## src/rtl/shift_register_pkg.sv

```systemverilog
// Shared encodings for the shift register unit: transfer modes and FSM states.
package shift_register_pkg;

  typedef enum logic [1:0] {
    MODE_PIPO = 2'b00,
    MODE_PISO = 2'b01,
    MODE_SIPO = 2'b10,
    MODE_SISO = 2'b11
  } RegMode;

  typedef enum logic {
    ST_IDLE = 1'b0,
    ST_RUN  = 1'b1
  } UnitState;

endpackage

```

## src/rtl/shift_register_tick_divider.sv

```systemverilog
// Tick-rate divider: one-cycle tick every DIV board clocks, and a divided
// clock that inverts on each tick. Kept standalone so other board blocks can reuse it.
module tick_divider #(
  parameter int DIV = 100000000
) (
  input  logic clkIn,
  input  logic rstnIn,
  output logic tick,
  output logic clkOut
);

  localparam int CNT_W = (DIV > 1) ? $clog2(DIV) : 1;
  localparam logic [CNT_W-1:0] CNT_MAX = CNT_W'(DIV - 1);

  logic [CNT_W-1:0] cnt;

  assign tick = (cnt == CNT_MAX);

  // Free-running counter; wraps on the tick cycle and flips the divided clock.
  always_ff @(posedge clkIn) begin
    if (!rstnIn) begin
      cnt    <= '0;
      clkOut <= 1'b0;
    end else if (tick) begin
      cnt    <= '0;
      clkOut <= ~clkOut;
    end else begin
      cnt <= cnt + 1'b1;
    end
  end

endmodule

```

## src/rtl/shift_register_unit.sv

```systemverilog
// Parametrised board register: PIPO/SISO act on divider ticks while idle,
// PISO/SIPO run as framed transfers with a start/busy/done handshake.
module shift_register_unit
  import shift_register_pkg::*;
#(
  parameter int WIDTH     = 8,
  parameter int DIV       = 100000000,
  parameter bit LSB_FIRST = 1'b1
) (
  input  logic             clkIn,
  input  logic             rstnIn,
  output logic             clkOut,
  input  logic [1:0]       mode,
  input  logic             start,
  input  logic [WIDTH-1:0] regIn,
  input  logic             bitIn,
  output logic [WIDTH-1:0] regOut,
  output logic             bitOut,
  output logic             busy,
  output logic             done
);

  localparam int CNT_W = $clog2(WIDTH + 1);
  localparam logic [CNT_W-1:0] LAST_BIT = CNT_W'(WIDTH - 1);

  UnitState         state, stateNext;
  RegMode           modeSel;
  logic             tick;
  logic             serialIn;
  logic             frameSipo, frameSipoNext;
  logic             doneNext;
  logic [CNT_W-1:0] bitCnt, bitCntNext;
  logic [WIDTH-1:0] sh, shNext, shShifted, regOutNext;

  tick_divider #(.DIV(DIV)) uDivider (
    .clkIn  (clkIn),
    .rstnIn (rstnIn),
    .tick   (tick),
    .clkOut (clkOut)
  );

  assign modeSel = RegMode'(mode);
  assign busy    = (state == ST_RUN);
  assign bitOut  = LSB_FIRST ? sh[0] : sh[WIDTH-1];

  // Serial feed: bitIn for SIPO frames and idle SISO, zeros behind a PISO frame.
  always_comb begin
    serialIn = 1'b0;
    if (state == ST_RUN) begin
      serialIn = frameSipo ? bitIn : 1'b0;
    end else if (modeSel == MODE_SISO) begin
      serialIn = bitIn;
    end
  end

  // One-position shift in the configured direction.
  always_comb begin
    shShifted = sh;
    if (LSB_FIRST) begin
      shShifted = {serialIn, sh[WIDTH-1:1]};
    end else begin
      shShifted = {sh[WIDTH-2:0], serialIn};
    end
  end

  // Next-state and datapath: a start in IDLE beats a coincident tick, and the
  // frame mode is captured at start so mode changes during RUN are ignored.
  always_comb begin
    stateNext     = state;
    shNext        = sh;
    bitCntNext    = bitCnt;
    regOutNext    = regOut;
    frameSipoNext = frameSipo;
    doneNext      = 1'b0;
    case (state)
      ST_IDLE: begin
        if (start && (modeSel == MODE_PISO)) begin
          shNext        = regIn;
          bitCntNext    = '0;
          frameSipoNext = 1'b0;
          stateNext     = ST_RUN;
        end else if (start && (modeSel == MODE_SIPO)) begin
          bitCntNext    = '0;
          frameSipoNext = 1'b1;
          stateNext     = ST_RUN;
        end else if (tick) begin
          if (modeSel == MODE_PIPO) begin
            regOutNext = regIn;
          end else if (modeSel == MODE_SISO) begin
            shNext = shShifted;
          end
        end
      end
      ST_RUN: begin
        if (tick) begin
          shNext     = shShifted;
          bitCntNext = bitCnt + 1'b1;
          if (bitCnt == LAST_BIT) begin
            stateNext = ST_IDLE;
            doneNext  = 1'b1;
            if (frameSipo) begin
              regOutNext = shShifted;
            end
          end
        end
      end
    endcase
  end

  // State and datapath registers; reset aborts any frame without a done pulse.
  always_ff @(posedge clkIn) begin
    if (!rstnIn) begin
      state     <= ST_IDLE;
      sh        <= '0;
      bitCnt    <= '0;
      regOut    <= '0;
      frameSipo <= 1'b0;
      done      <= 1'b0;
    end else begin
      state     <= stateNext;
      sh        <= shNext;
      bitCnt    <= bitCntNext;
      regOut    <= regOutNext;
      frameSipo <= frameSipoNext;
      done      <= doneNext;
    end
  end

endmodule

```

## config.mk

```make
export PLATFORM = sky130hd
export DESIGN_NAME = shift_register_unit
export DESIGN_NICKNAME = d
export VERILOG_FILES = /design/src/rtl/shift_register_pkg.sv /design/src/rtl/shift_register_tick_divider.sv /design/src/rtl/shift_register_unit.sv
export SDC_FILE = /design/constraint.sdc
export NUM_CORES = 1
export LEC_CHECK = 0
export CAP_MARGIN = 15
export CORE_MARGIN = 4
export CORE_UTILIZATION = 55
export CTS_CLUSTER_DIAMETER = 100
export DETAILED_ROUTE_END_ITERATION = 16
export PLACE_DENSITY_LB_ADDON = 0.12
export SYNTH_ARGS = -nofsm -noshare
export SYNTH_HDL_FRONTEND = slang
export SYNTH_SLANG_ARGS = --single-unit
```

## constraint.sdc

```tcl
create_clock -name clkIn -period 8 [get_ports clkIn]
set_input_delay 2 -clock clkIn [delete_from_list [all_inputs] [get_ports clkIn]]
set_output_delay 2 -clock clkIn [all_outputs]
set_load 0.05 [all_outputs]
```

==> flow_metrics.tcl <==
set metrics [dict create \
    postSynthAreaPerCell_um2 8.54 \
    netlist_instances 274 \
    htree_levels 2 \
    period_share 0.492 \
    fillers 343 \
    fp-row-count 23 \
    grt_pass1_wl_um 7760 \
    period_needed_ps 3940 \
    final_hold_viol_count 0 \
    cts_buffers 5 \
    cp.required_ps 6000 \
    vias 1896 \
    crit_family "buffers and inverters" \
    startpoint_type "register" \
    grt_overflow 0 \
    crit_path_max_incr_delay_ps 920 \
    die_h_um 73.2 \
    synth.distinct_cells 34 \
    cts_tree "yes" \
    clock_sinks 51 \
    wl_per_cell_um 13.1 \
    antenna_found_initial 0 \
    ant_nets 0 \
    ctsRootBufferMaster "clkbuf_8" \
    cts_resized 0 \
    nets 308 \
    die-area_um2 5360 \
    fmax_mhz 254 \
    total_power_uw 442 \
    clk_path_buf_depth 2 \
    vias_per_cell 5.53 \
    fin_skew_ps 13.5 \
    rsz0062_at_grt "false" \
    maxCapViolations 0 \
    finalSetupViolCount 0 \
    final_layout_size_suffix_gt1_frac 0.0648 \
    io_pins 26 \
    yosysWarnings 0 \
    dp_slack_ps 4190 \
    power_density_nw_per_um2 164 \
    final_max_slew_viol_count 0 \
    crit_buf_inv 1 \
    numPortBuffers 25 \
    firstDrtPassIters 4 \
    instances_no_fill 343 \
    hp-class "register to register" \
    cts_setup_buffers 0 \
    grt_usage 0.184 \
    endpoint_kind "output pin" \
    status "finished, final reports clean" \
    ys_ff_latch 51 \
    crit_slowest_cell "clkdlybuf4s50_1" \
    critPathArrivalTime_ps 1940 \
    p_leak_nw 0.966 \
    path_class "register to output pin" \
    coreArea_um2 4060 \
    die-width_um 73.2 \
    clk_pin_slew_ps 100 \
    placedCellCount 335 \
    syn_area_um2 2340 \
    grt_pass1_vias 1805 \
    hpwlAfterDp_um 3130 \
    place.gp.congestion 0.769 \
    hold_buffers 0 \
    start_util 0.577 \
    grt_max_degree 34 \
    synth.net_count 290 \
    clkLatencyLatePin_ps 310 \
    wl_um 4490 \
    ir_worst_vdd_v 0.0000873 \
    ys_seq_area_frac 0.436 \
    relSlewSlack 0.320 \
    syn_to_final_growth_pct 15.2 \
    drcViolationCount 0 \
    path_max_fanout 16 \
    dr.first_iter.drc_count 135 \
    final.setup.tns_ps 0 \
    worstMarginPinSlew_ps 1020 \
    path_cells "clkdlybuf4s50_1" \
    worst_slack_ps 4060 \
    antenna_cells 0 \
    utilization 0.664 \
]
-- cell type report --
| type | instances | area (µm²) | area share |
|---|---|---|---|
| flip-flops and latches | 51 | 1020 | 0.379 |
| repair buffers | 28 | 273 | 0.101 |
| well taps | 50 | 62.6 | 0.0232 |
| multi-input cells | 198 | 1230 | 0.455 |
| clock buffers | 7 | 76.3 | 0.0283 |
| inverters | 8 | 30.0 | 0.0111 |
| clock inverters | 1 | 5.00 | 0.00186 |
-- placed cells by master (no fill, tap or decap) --
cell type and n:
and3b_1 1, buf_4 3, and3_1 7, or4b_1 1, nor2_1 29, o21ai_1 1, nor3b_2 1, nand3b_1 1
clkdlybuf4s50_1 25, nor3_1 8, a21oi_1 12, mux2_2 7, a211oi_2 1, clkbuf_8 5, xnor2_1 12, o211a_1 1
o21ai_0 18, a31oi_1 2, nand3_1 24, clkbuf_1 2, nand2b_1 2, a21boi_0 1, inv_1 8, or3_1 3
or4_1 4, and2_1 4, clkinv_2 1, dfxtp_1 51, mux2i_1 7, xor2_1 14, ha_1 2, nand2_1 18
nand4_1 6, o31ai_1 7, or2_2 1, and4_1 3
-- registers in the layout (all words and copies together), names as in the netlist --
name             flops
busy                 1
uDivider.cnt        27
regOut               8
frameSipo            1
sh                   8
done                 1
uDivider.clkOut      1
bitCnt               4
-- cell families (layout without fill, tap and decap cells) --
group	Yosys count	count (layout)	share of synthesized area
buf+inv	25	44	0.0412
mux	14	14	0.0636
compound gates	43	43	0.107
simple gates	113	113	0.244
fa+ha+maj	2	2	0.0107
xor+xnor	26	26	0.0973
flops	51	51	0.436
-- path summary, 6_finish.rpt --
check	startpoint	slack, ps	cells after the start	endpoint
worst min register to register	uDivider.cnt[0]$_SDFF_PP0_	450	1	uDivider.cnt[0]$_SDFF_PP0_
worst min-delay path	uDivider.cnt[0]$_SDFF_PP0_	450	1	uDivider.cnt[0]$_SDFF_PP0_
worst max-delay path	busy$_SDFF_PN0_	4060	1	busy
worst max register to register	uDivider.cnt[12]$_SDFF_PP0_	5290	5	bitCnt[3]$_SDFFE_PN0P_
-- where the power goes --
| group | switching (mW) | internal [mW] | leakage (nW) |
|---|---|---|---|
| Clock | 0.0823 | 0.0616 | 0.0422 |
| Combinational | 0.0179 | 0.0177 | 0.511 |
| Sequential | 0.00502 | 0.258 | 0.412 |
| Total | 0.105 | 0.337 | 0.966 |
-- metal layers --
layer | up-vias | GRT usage | wire (µm)
met4 | 0 | 0.0676 | 40
met1 | 885 | 0.238 | 2210
met3 | 4 | 0.0455 | 144
li1 | 983 | - | -
met5 | - | 0 | 0
met2 | 24 | 0.295 | 2100
-- metrics by stage --
step / hold slack [ps] / cell area (µm²)
after floorplan: 413 / 2340
after global placement: 430 / 2610
after detailed placement: 441 / 2610
after CTS: 454 / 2700
after global routing: 468 / 2700
final: 448 / 2700
-- worst register-to-register path, stage by stage, from the launching register on --
cell	delay, ps
dfxtp_1	350
or4_1	510
or4_1	620
or4_1	650
or3_1	380
a21oi_1	140
-- cell usage after synthesis, drive strengths merged --
cell type / count / area (µm²)
dfxtp: 51 / 1020
nor2: 29 / 109
nand3: 24 / 120
o21ai: 19 / 95.1
nand2: 18 / 67.6
clkbuf: 14 / 52.6
xor2: 14 / 123
a21oi: 12 / 60.1
xnor2: 12 / 105
inv: 8 / 30.0
nor3: 8 / 40.0
and3: 7 / 43.8
mux2: 7 / 78.8
mux2i: 7 / 70.1
o31ai: 7 / 52.6
nand4: 6 / 37.5
and2: 4 / 25.0
or4: 4 / 30.0
and4: 3 / 26.3
buf: 3 / 13.8
or3: 3 / 18.8
a31oi: 2 / 12.5
ha: 2 / 25.0
nand2b: 2 / 12.5
a211oi: 1 / 12.5
a21boi: 1 / 7.51
and3b: 1 / 8.76
nand3b: 1 / 7.51
nor3b: 1 / 7.51
o211a: 1 / 10.0
or2: 1 / 6.26
or4b: 1 / 10.0
Power figures use the tool's default switching activity.
